**src/rtl/bcd_pkg.sv**
```systemverilog
// +--------------------------------------------------------------------------+
// | bcd_pkg : shared BCD constants, checker state encoding, +/-1 step helper |
// | Revision: 1.0                                                            |
// +--------------------------------------------------------------------------+
`timescale 1ns/1ps
`default_nettype none

package bcd_pkg;

   localparam logic [3:0] BCD_MAX_DIGIT = 4'd9;
   localparam logic [7:0] BCD_MAX       = 8'h99;
   localparam logic [7:0] BCD_MIN       = 8'h00;

   typedef enum logic [0:0] {
      ST_UNLOCKED = 1'b0,
      ST_LOCKED   = 1'b1
   } chk_state_t;

   // An undecodable value is returned unchanged, so it can never match a
   // valid sample and the step after a bad sample is always illegal.
   function automatic logic [7:0] bcd_next(input logic [7:0] value, input logic dir);
      logic [3:0] tens;
      logic [3:0] ones;
      logic [7:0] res;
      tens = value[7:4];
      ones = value[3:0];
      res  = value;
      if ((tens <= BCD_MAX_DIGIT) && (ones <= BCD_MAX_DIGIT)) begin
         if (dir) begin
            if (ones == BCD_MAX_DIGIT) begin
               if (tens == BCD_MAX_DIGIT) res = BCD_MIN;
               else                       res = {tens + 4'd1, 4'd0};
            end else begin
               res = {tens, ones + 4'd1};
            end
         end else begin
            if (ones == 4'd0) begin
               if (tens == 4'd0) res = BCD_MAX;
               else              res = {tens - 4'd1, BCD_MAX_DIGIT};
            end else begin
               res = {tens, ones - 4'd1};
            end
         end
      end
      return res;
   endfunction

endpackage

`default_nettype wire

```
**src/rtl/bcd2bin.sv**
```systemverilog
// +--------------------------------------------------------------------------+
// | bcd2bin : combinational two-digit BCD to binary, 7'h7F on invalid input  |
// | Revision: 1.0                                                            |
// +--------------------------------------------------------------------------+
`timescale 1ns/1ps
`default_nettype none

import bcd_pkg::*;

module bcd2bin (
   input  logic [7:0] bcd_i,
   output logic [6:0] bin_o,
   output logic       valid_o
);

   logic [7:0] sum_w;

   // tens*10 as (tens<<3)+(tens<<1) keeps this a pair of adders
   assign sum_w   = {1'b0, bcd_i[7:4], 3'b000} + {3'b000, bcd_i[7:4], 1'b0} + {4'b0000, bcd_i[3:0]};
   assign valid_o = (bcd_i[7:4] <= BCD_MAX_DIGIT) && (bcd_i[3:0] <= BCD_MAX_DIGIT);
   assign bin_o   = valid_o ? sum_w[6:0] : 7'h7F;

endmodule

`default_nettype wire

```
**config.mk**
```make
export PLATFORM = sky130hd
export DESIGN_NAME = bcd2bin
export DESIGN_NICKNAME = d
export VERILOG_FILES = /design/src/rtl/bcd_pkg.sv /design/src/rtl/bcd2bin.sv
export SDC_FILE = /design/constraint.sdc
export NUM_CORES = 1
export LEC_CHECK = 0
export CORE_AREA = 3 3 40 42
export DETAILED_ROUTE_END_ITERATION = 8
export DIE_AREA = 0 0 43 45
export PLACE_DENSITY = 0.58
export SYNTH_ARGS = -nofsm -noshare
export SYNTH_HDL_FRONTEND = slang
export SYNTH_SLANG_ARGS = --single-unit
export TNS_END_PERCENT = 20
```
**constraint.sdc**
```tcl
create_clock -name vclk -period 3.2
set_input_delay 0.64 -clock vclk [all_inputs]
set_output_delay 0.64 -clock vclk [all_outputs]
set_load 0.005 [all_outputs]
```
Yosys cells after proc, flatten, opt, wreduce, memory -nomap -nowiden

Index checks and enable logic that the tools add are counted.

Register bits: 0
Input bits: 8
Output and inout bits: 8

Add/sub/neg operators: 2
Order comparisons: 2
Muxes and demuxes: 1
Reductions and logical operators: 1

Operators by type and width:

| kind                                       | count |
|---|---|
| <= comparator 4 bit, second input constant | 2 |
| adder 7 x 4 -> 7 bit                       | 1 |
| adder 7 x 5 -> 7 bit                       | 1 |
| two-way mux 7 bit                          | 1 |
| logical AND 1 bit                          | 1 |

Longest topological paths before layout

Gate-level depths: netlist of run 1.

Depth in word-level cells: 3
Depth in mapped cells: 7

Least setup slack after synthesis of run 1

OpenSTA, ideal clock, no wires.

Path type: input to output
Start: input port bcd_i[3]
End: output port bin_o[6]
Arrival time: 2344 ps
Path slack: 216 ps
Cell stages on the path: 7
Cell sequence: inv_1 > fa_1 > inv_1 > fa_1 > a21o_1 > a21oi_2 > mux2_4

Cells in the longest elaborated chain, start to end: 3
Elaborated cells on any way between the ends: 4
Those cells by class: add/sub: 1; order compare: 1; mux: 1; reduce/logical: 1

Ends and longest elaborated chain:

| element                                                                      | RTL line      | source |
|---|---|---|
| from (decl)                                                                  | bcd2bin.sv:11 | `input logic [7:0] bcd_i,` |
| parallel branches: the longest is 2 deep, another holds adder 7 x 4 -> 7 bit | n/a           |  |
| two-way mux 7 bit *                                                          | bcd2bin.sv:21 | `assign bin_o = valid_o ? sum_w[6:0] : 7'h7F;` |
| to (decl)                                                                    | bcd2bin.sv:12 | `output logic [6:0] bin_o,` |

Every way passes the cells marked *.

Worst setup path in the final report of run 1

Start: input port bcd_i[4]
End: output port bin_o[6]

Cells in the longest elaborated chain, start to end: 3
Elaborated cells on any way between the ends: 5
Those cells by class: add/sub: 2; order compare: 1; mux: 1; reduce/logical: 1

Ends and longest elaborated chain:

| element                                                            | RTL line |
|---|---|
| adder 7 x 5 -> 7 bit / <= comparator 4 bit (equally long branches) | bcd2bin.sv:19, bcd2bin.sv:20 |
| adder 7 x 4 -> 7 bit / logical AND 1 bit (equally long branches)   | bcd2bin.sv:19, bcd2bin.sv:20 |
| two-way mux 7 bit *                                                | bcd2bin.sv:21 |

Mark *: on every way between the ends. The rest lies on a longest branch, timed or not.

==> flow_metrics.env, run 1 <==
export IMPL_cp_data_required_time_ns=2.56
export IMPL_wirelength_um=585
export IMPL_maxClockFrequency_ghz=0.319
export IMPL_initial_core_util=0.217
export IMPL_p_sw_frac=0.381
export IMPL_combPwrFrac=1.000
export IMPL_finalWorstPathRequiredPeriod_ns=3.13
export IMPL_detail_route_first_pass_iterations=1
export IMPL_report_final_hold_viol_count=0
export IMPL_globalplace_congestion=0.720
export IMPL_via_count_of_the_first_global_routing_pass=247
export IMPL_total_leakage_power_nw=0.269
export IMPL_maxSlewViolCount=0
export IMPL_critical_path_max_fanout=2
export IMPL_post_route_cells_drive_above_1_share=0.368
export IMPL_status="complete, no violations"
export IMPL_n_sequential_cell=0
export IMPL_number_of_nets_still_failing_antenna_checks_after_routing=0
export IMPL_totalNegativeSetupSlack_ns=0
export IMPL_num_fill_cells=138
export IMPL_detailedRoute_firstIterationViolations=0
export IMPL_final_nets=76
export IMPL_num_io_pins=16
export IMPL_grt_start_max_net_pins=8
export IMPL_power_net_switching_uw=34.1
export IMPL_netlist_area_um2=279
export IMPL_floorplan_rows=13
export IMPL_floorplan_die_width_um=43
export IMPL_fin_ws_ns=0.0687
export IMPL_ir_worst_vdd_v=0.0000564
export IMPL_avgViaCountPerCell=4.07
export IMPL_post_synth_num_cell_types=16
export IMPL_timing_hold_worst_endpoint="bin_o[6]"
export IMPL_hpwlAfterDp_um=540
export IMPL_number_of_i_o_port_buffers=16
export IMPL_overflow=0
export IMPL_worst_slew_margin_rel=0.835
export IMPL_cts_hold_buf=0
export IMPL_max_cap_violations=0
export IMPL_final_clkbuf_count=0
export IMPL_floorplan_die_area_um2=1940
export IMPL_syn_num_nets=51
export IMPL_place_inst=71
export IMPL_min_path_type="input pin to primary output"
export IMPL_worstPathArrival_ns=2.49
export IMPL_antenna_found_initial=0
export IMPL_holdPathStages=4
export IMPL_sequential_cell_area_um2=0
export IMPL_share_of_total_power_in_the_clock_network=0
export IMPL_grt_pass1_wl_um=986
export IMPL_intPower_uw=55.3
export IMPL_ys_warnings_count=0
export IMPL_tightest_pin_transition_ns=0.248
export IMPL_grt_setup_unrepaired="false"
export IMPL_syn_avg_cell_area_um2=8.21
export IMPL_min_from="bcd_i[7]"
export IMPL_ys_seq_area_frac=0
export IMPL_critical_path_endpoint_type="primary output"
export IMPL_vias=293
export IMPL_route_detailed_wl_per_inst_um=8.13
export IMPL_worst_setup_slack_before_clock_tree_synthesis_ns=-0.751
export IMPL_final_core_util=0.401
export IMPL_grt_total_usage=0.0632
export IMPL_antennaDiodeCount=0
export IMPL_area_growth_pct=84.8
export IMPL_post_route_period_util=0.979
export IMPL_die_height_um=45
export IMPL_report_final_setup_viol=0
export IMPL_post_route_drc_count=0
export IMPL_criticalPathCategory="input pin to primary output"
export IMPL_placeableCoreArea_um2=1280
export IMPL_power_density_nw_per_um2=173
export IMPL_stdcell_count=72
export IMPL_synthesis_instances=34
export IMPL_critical_path_startpoint_type="input pin"
export IMPL_footprint_of_the_multi_input_gates_um2=267
export IMPL_seq_power_share=0
## cell usage in the layout, fill, tap and decap left out
cell	netlist	layout
sky130_fd_sc_hd__a21boi_1	0	1
sky130_fd_sc_hd__a21o_1	1	1
sky130_fd_sc_hd__a21oi_2	1	2
sky130_fd_sc_hd__and2_1	1	1
sky130_fd_sc_hd__and3b_1	1	1
sky130_fd_sc_hd__buf_4	0	8
sky130_fd_sc_hd__buf_6	0	2
sky130_fd_sc_hd__clkbuf_2	0	2
sky130_fd_sc_hd__clkdlybuf4s50_1	0	5
sky130_fd_sc_hd__dlygate4sd2_1	0	5
sky130_fd_sc_hd__dlymetal6s2s_1	0	2
sky130_fd_sc_hd__fa_1	2	1
sky130_fd_sc_hd__fa_2	0	1
sky130_fd_sc_hd__ha_1	7	5
sky130_fd_sc_hd__ha_2	0	2
sky130_fd_sc_hd__inv_1	5	2
sky130_fd_sc_hd__inv_2	0	3
sky130_fd_sc_hd__mux2_4	1	1
sky130_fd_sc_hd__nand2_1	1	1
sky130_fd_sc_hd__nand2b_1	5	5
sky130_fd_sc_hd__nand3_1	2	2
sky130_fd_sc_hd__o21ai_1	3	3
sky130_fd_sc_hd__xnor2_1	1	1
## worst max path at each step
stage / startpoint / to / slack (ns)
2_1_floorplan: bcd_i[3] / bin_o[6] / 0.22
3_3_place_gp: bcd_i[3] / bin_o[6] / -0.74
3_5_place_dp: bcd_i[3] / bin_o[6] / -0.75
4_1_cts: bcd_i[6] / bin_o[6] / -0.04
5_1_grt: bcd_i[4] / bin_o[6] / 0.02
6_report: bcd_i[4] / bin_o[6] / 0.07
## metrics by stage
| step | instance area, µm² | total power, mW | hold slack [ns] |
|---|---|---|---|
| global route | 515 | 0.102 | 1.76 |
| floorplan | 279 | 0.0428 | 1.37 |
| detailed placement | 505 | 0.0919 | 2.23 |
| CTS | 499 | 0.0872 | 1.90 |
| finish | 515 | 0.0894 | 1.72 |
| global placement | 505 | 0.0910 | 2.23 |
## critical path, stage by stage
cell and delay [ns]:
sky130_fd_sc_hd__clkbuf_2 0.10, sky130_fd_sc_hd__inv_2 0.04, sky130_fd_sc_hd__fa_1 0.51, sky130_fd_sc_hd__inv_2 0.05, sky130_fd_sc_hd__fa_2 0.38, sky130_fd_sc_hd__a21o_1 0.20, sky130_fd_sc_hd__a21oi_2 0.15, sky130_fd_sc_hd__mux2_4 0.31
sky130_fd_sc_hd__buf_6 0.11
## Yosys cell counts, drive strengths merged
cell type,count,share of area
fa,2,0.14
mux2,1,0.054
and2,1,0.022
nand2b,5,0.11
nand3,2,0.036
a21boi,1,0.027
a21o,1,0.027
inv,5,0.067
xnor2,1,0.031
a21oi,2,0.049
buf,1,0.018
o21ai,3,0.054
nand2,1,0.013
ha,7,0.31
and3b,1,0.031
## layout make-up
| cell class | instances | share of cell area |
|---|---|---|
| inverter | 5 | 0.0364 |
| multi-input combinational | 28 | 0.517 |
| timing repair buffer | 24 | 0.410 |
| tap | 15 | 0.0364 |
## per-layer routing
metal,up-vias,GRT usage,share of wire
met5,-,0,0
met4,0,0,0
met3,0,0.00797,0.10
met2,11,0.114,0.46
met1,121,0.0863,0.43
li1,161,-,-
## what timing repair did
item | in CTS | in global routing
endpoints found under the setup margin | 4 | 2
setup buffers | 0 | 1
cloned | 0 | 0
gates resized for setup | 16 | 14
endpoints found under the hold margin | 0 | 0
pin swaps | 5 | 5
## kinds of logic after synthesis
family	synth area share
adder cells (fa/ha/maj)	0.457
multiplexers	0.0538
buffers and inverters	0.0852
XOR/XNOR	0.0314
AND/OR/NAND/NOR	0.215
AO/OA/AOI/OAI	0.157
## power groups by stage
stage	combinational (mW)	sequential (mW)	clock, mW
floorplan	0.0428	0	0
CTS	0.0872	0	0
detailed placement	0.0919	0	0
global placement	0.0910	0	0
global route	0.102	0	0
finish	0.0894	0	0
Power figures use the tool's default switching activity.
==> inputs of run 2 (changes only) <==
--- a/config.mk
+++ b/config.mk
@@ -9,6 +9,7 @@
 export DETAILED_ROUTE_END_ITERATION = 8
 export DIE_AREA = 0 0 43 45
 export PLACE_DENSITY = 0.58
+export RECOVER_POWER = 25
 export SYNTH_ARGS = -nofsm -noshare
 export SYNTH_HDL_FRONTEND = slang
 export SYNTH_SLANG_ARGS = --single-unit
==> flow_metrics.env, run 2 (synthesis results as in run 1) <==
export IMPL_globalplace_congestion=0.720
export IMPL_overflow=0
export IMPL_detail_route_first_pass_iterations=1
export IMPL_grt_setup_unrepaired="false"
export IMPL_layout_cells_most_common_list="sky130_fd_sc_hd__buf_4 (8), sky130_fd_sc_hd__nand2b_1 (5), sky130_fd_sc_hd__ha_1 (5), sky130_fd_sc_hd__dlygate4sd2_1 (5), sky130_fd_sc_hd__clkdlybuf4s50_1 (4)"
export IMPL_avgViaCountPerCell=4.07
export IMPL_cp_data_required_time_ns=2.56
export IMPL_n_sequential_cell=0
export IMPL_worstPathArrival_ns=2.49
export IMPL_critical_path_endpoint_type="primary output"
export IMPL_report_final_setup_viol=0
export IMPL_report_final_hold_viol_count=0
export IMPL_post_route_drc_count=0
export IMPL_grt_total_usage=0.0632
export IMPL_maxClockFrequency_ghz=0.319
export IMPL_antennaDiodeCount=0
export IMPL_min_path_type="input pin to primary output"
export IMPL_wirelength_um=586
export IMPL_place_inst=71
export IMPL_post_route_cells_drive_above_1_share=0.368
export IMPL_number_of_i_o_port_buffers=16
export IMPL_final_clkbuf_count=0
export IMPL_antenna_found_initial=0
export IMPL_cts_hold_buf=0
export IMPL_worst_slew_margin_rel=0.770
export IMPL_ir_worst_vdd_v=0.0000559
export IMPL_timing_critical_path_to="bin_o[6]"
export IMPL_fin_ws_ns=0.0694
export IMPL_area_growth_pct=84.8
export IMPL_layout_cells_most_common="sky130_fd_sc_hd__buf_4"
export IMPL_criticalPathCategory="input pin to primary output"
export IMPL_final_nets=76
export IMPL_floorplan_die_width_um=43
export IMPL_timing_critical_path_from="bcd_i[4]"
export IMPL_critical_path_max_fanout=2
export IMPL_stdcell_count=72
export IMPL_finalWorstPathRequiredPeriod_ns=3.13
export IMPL_max_cap_violations=0
export IMPL_floorplan_rows=13
export IMPL_critical_path_startpoint_type="input pin"
export IMPL_num_io_pins=16
export IMPL_post_route_period_util=0.978
export IMPL_totalNegativeSetupSlack_ns=0
export IMPL_power_density_nw_per_um2=172
export IMPL_final_core_util=0.401
export IMPL_placeableCoreArea_um2=1280
export IMPL_maxSlewViolCount=0
export IMPL_hpwlAfterDp_um=540
export IMPL_tightest_pin_transition_ns=0.346
export IMPL_total_leakage_power_nw=0.269
export IMPL_sequential_cell_area_um2=0
export IMPL_number_of_nets_still_failing_antenna_checks_after_routing=0
export IMPL_grt_pass1_wl_um=986
export IMPL_vias=293
export IMPL_detailedRoute_firstIterationViolations=0
export IMPL_floorplan_die_area_um2=1940
export IMPL_die_height_um=45
export IMPL_status="complete, no violations"
export IMPL_route_detailed_wl_per_inst_um=8.14
export IMPL_worst_setup_slack_before_clock_tree_synthesis_ns=-0.751
export IMPL_via_count_of_the_first_global_routing_pass=247
export IMPL_initial_core_util=0.217
export IMPL_grt_start_max_net_pins=8
run 2: layout make-up:
class,count,area (µm²)
inverter,5,18.8
fill,138,769
multi-input combinational,28,267
tap,15,18.8
timing repair buffer,24,211
run 2: repair_timing:
action / CTS / global route
cloned: 0 / 0
endpoints found under the setup margin: 4 / 2
resized for setup: 16 / 14
pin swaps: 5 / 5
buffers inserted: 0 / 1
run 2: metrics by stage:
stage | hold WS (ns) | power [mW] | cell area [µm²]
final | 1.72 | 0.0889 | 515
after global routing | 1.76 | 0.101 | 515
after CTS | 1.90 | 0.0872 | 499
after detailed placement | 2.23 | 0.0919 | 505
after global placement | 2.23 | 0.0910 | 505
after floorplan | 1.37 | 0.0428 | 279
run 2: worst max-delay path, cell delays in order:
cell                       delay (ns)
sky130_fd_sc_hd__clkbuf_2        0.10
sky130_fd_sc_hd__inv_2           0.04
sky130_fd_sc_hd__fa_1            0.51
sky130_fd_sc_hd__inv_2           0.05
sky130_fd_sc_hd__fa_2            0.38
sky130_fd_sc_hd__a21o_1          0.20
sky130_fd_sc_hd__a21oi_2         0.15
sky130_fd_sc_hd__mux2_4          0.31
sky130_fd_sc_hd__buf_6           0.11
run 2: report_power, final:
| group | internal (mW) | switching, mW | total, mW |
|---|---|---|---|
| sequential | 0 | 0 | 0 |
| clock | 0 | 0 | 0 |
| combinational | 0.0548 | 0.0341 | 0.0889 |
run 2: worst min path at each step:
stage / from / to / slack, ns / cells past startpoint
3_3_place_gp: bcd_i[0] / bin_o[0] / 2.23 / 3
2_1_floorplan: bcd_i[0] / bin_o[0] / 1.37 / 1
6_report: bcd_i[7] / bin_o[6] / 1.72 / 4
5_1_grt: bcd_i[7] / bin_o[6] / 1.76 / 4
3_5_place_dp: bcd_i[0] / bin_o[0] / 2.23 / 3
4_1_cts: bcd_i[3] / bin_o[6] / 1.90 / 5
run 2: per-layer routing:
metal,GRT usage,wire [µm]
met5,0,0
met4,0,0
met3,0.00797,61
met2,0.114,268
met1,0.0863,257
==> inputs of run 3 (changes only) <==
--- a/config.mk
+++ b/config.mk
@@ -5,10 +5,11 @@
 export SDC_FILE = /design/constraint.sdc
 export NUM_CORES = 1
 export LEC_CHECK = 0
+export CAP_MARGIN = 25
 export CORE_AREA = 3 3 40 42
 export DETAILED_ROUTE_END_ITERATION = 8
 export DIE_AREA = 0 0 43 45
-export PLACE_DENSITY = 0.58
+export PLACE_DENSITY = 0.6
 export RECOVER_POWER = 25
 export SYNTH_ARGS = -nofsm -noshare
 export SYNTH_HDL_FRONTEND = slang
==> constraint.sdc (replaced) <==
create_clock -name vclk -period 2.8
set_input_delay 0.56 -clock vclk [all_inputs]
set_output_delay 0.56 -clock vclk [all_outputs]
set_load 0.005 [all_outputs]
==> flow_metrics.env, run 3 (synthesis results as in run 1) <==
export IMPL_floorplan_die_area_um2=1940
export IMPL_initial_core_util=0.217
export IMPL_grt_start_max_net_pins=8
export IMPL_critical_path_startpoint_type="input pin"
export IMPL_final_clkbuf_count=0
export IMPL_final_nets=76
export IMPL_overflow=0
export IMPL_holdPathStages=5
export IMPL_maxSlewViolCount=0
export IMPL_timing_critical_path_from="bcd_i[6]"
export IMPL_stdcell_count=72
export IMPL_footprint_of_the_multi_input_gates_um2=297
export IMPL_timing_hold_worst_endpoint="bin_o[6]"
export IMPL_die_height_um=45
export IMPL_route_detailed_wl_per_inst_um=8.36
export IMPL_report_final_hold_viol_count=0
export IMPL_critical_path_endpoint_type="primary output"
export IMPL_worst_setup_slack_before_clock_tree_synthesis_ns=-0.951
export IMPL_layout_cells_most_common_list="sky130_fd_sc_hd__buf_4 (8), sky130_fd_sc_hd__nand2b_1 (5), sky130_fd_sc_hd__clkdlybuf4s50_1 (5), sky130_fd_sc_hd__inv_2 (4), sky130_fd_sc_hd__ha_1 (4)"
export IMPL_criticalPathCategory="input pin to primary output"
export IMPL_globalplace_congestion=0.694
export IMPL_placeableCoreArea_um2=1280
export IMPL_num_fill_cells=147
export IMPL_num_io_pins=16
export IMPL_wirelength_um=602
export IMPL_status="finished with violations"
export IMPL_dpl_instance_area_um2=508
export IMPL_design_area_um2=541
export IMPL_total_leakage_power_nw=0.259
export IMPL_power_density_nw_per_um2=204
export IMPL_sequential_cell_area_um2=0
export IMPL_floorplan_rows=13
export IMPL_n_sequential_cell=0
export IMPL_hold_ws_ns=1.61
export IMPL_maxClockFrequency_ghz=0.346
export IMPL_min_path_type="input pin to primary output"
export IMPL_floorplan_die_width_um=43
export IMPL_finalWorstPathRequiredPeriod_ns=2.89
export IMPL_grt_pass1_wl_mm=1.09
export IMPL_post_route_drc_count=0
export IMPL_area_growth_pct=93.7
export IMPL_place_inst=71
export IMPL_antenna_found_initial=0
export IMPL_post_route_period_util=1.03
export IMPL_avgViaCountPerCell=4.26
export IMPL_critical_path_max_fanout=2
export IMPL_fin_ws_ns=-0.0896
export IMPL_number_of_i_o_port_buffers=16
export IMPL_max_cap_violations=0
export IMPL_report_final_setup_viol=1
export IMPL_detail_route_first_pass_iterations=2
export IMPL_via_count_of_the_first_global_routing_pass=271
export IMPL_cp_data_required_time_ns=2.24
export IMPL_antennaDiodeCount=0
export IMPL_min_from="bcd_i[3]"
export IMPL_grt_total_usage=0.0698
export IMPL_worstPathArrival_ns=2.33
export IMPL_post_route_cells_drive_above_1_share=0.474
export IMPL_tightest_pin_transition_ns=0.379
export IMPL_layout_cells_most_common="sky130_fd_sc_hd__buf_4"
export IMPL_worst_slew_margin_rel=0.747
export IMPL_totalNegativeSetupSlack_ns=-0.0896
export IMPL_failing_checks="negative setup slack"
export IMPL_number_of_nets_still_failing_antenna_checks_after_routing=0
export IMPL_cts_hold_buf=0
export IMPL_hpwlAfterDp_um=534
export IMPL_ir_worst_vdd_v=0.0000770
export IMPL_detailedRoute_firstIterationViolations=2
export IMPL_grt_setup_unrepaired="true"
export IMPL_vias=307
-- run 3: stage by stage --
stage	power [mW]	util
after floorplan	0.0495	-
after global placement	0.104	0.395
after detailed placement	0.106	0.395
after CTS	0.111	0.422
after global routing	0.127	0.421
final	0.110	0.421
-- run 3: report_power, final --
part | total, mW | leakage [nW] | internal [mW] | switching, mW
clock | 0 | 0 | 0 | 0
sequential | 0 | 0 | 0 | 0
combinational | 0.110 | 0.259 | 0.0680 | 0.0423
-- run 3: layout make-up --
class,count,area share
inverters,5,0.0347
multi-input cells,28,0.549
well taps,15,0.0347
repair buffers,24,0.382
-- run 3: worst max-delay path by stage --
stage / endpoint / slack (ns) / cells past startpoint
2_1_floorplan: bin_o[6] / 0.03 / 7
3_3_place_gp: bin_o[6] / -0.92 / 9
3_5_place_dp: bin_o[6] / -0.95 / 9
4_1_cts: bin_o[6] / -0.10 / 9
5_1_grt: bin_o[6] / -0.15 / 9
6_report: bin_o[6] / -0.09 / 9
-- run 3: repair_timing --
item	in CTS	in global routing
buffers inserted	1	0
gates resized for setup	39	4
endpoints found under the setup margin	4	3
pin swaps	8	0
-- run 3: metal layers --
layer	vias up	part of all wire	track usage
met4	0	0	0
met2	11	0.47	0.141
met3	0	0.11	0.00797
met1	134	0.42	0.0839
li1	162	-	-
met5	-	0	0
-- run 3: worst max-delay path, stage by stage --
cell and delay (ns):
sky130_fd_sc_hd__buf_6 0.07, sky130_fd_sc_hd__inv_2 0.03, sky130_fd_sc_hd__fa_1 0.55, sky130_fd_sc_hd__inv_2 0.05, sky130_fd_sc_hd__fa_2 0.34, sky130_fd_sc_hd__a21o_1 0.17
sky130_fd_sc_hd__a21oi_2 0.14, sky130_fd_sc_hd__mux2_4 0.31, sky130_fd_sc_hd__buf_6 0.11
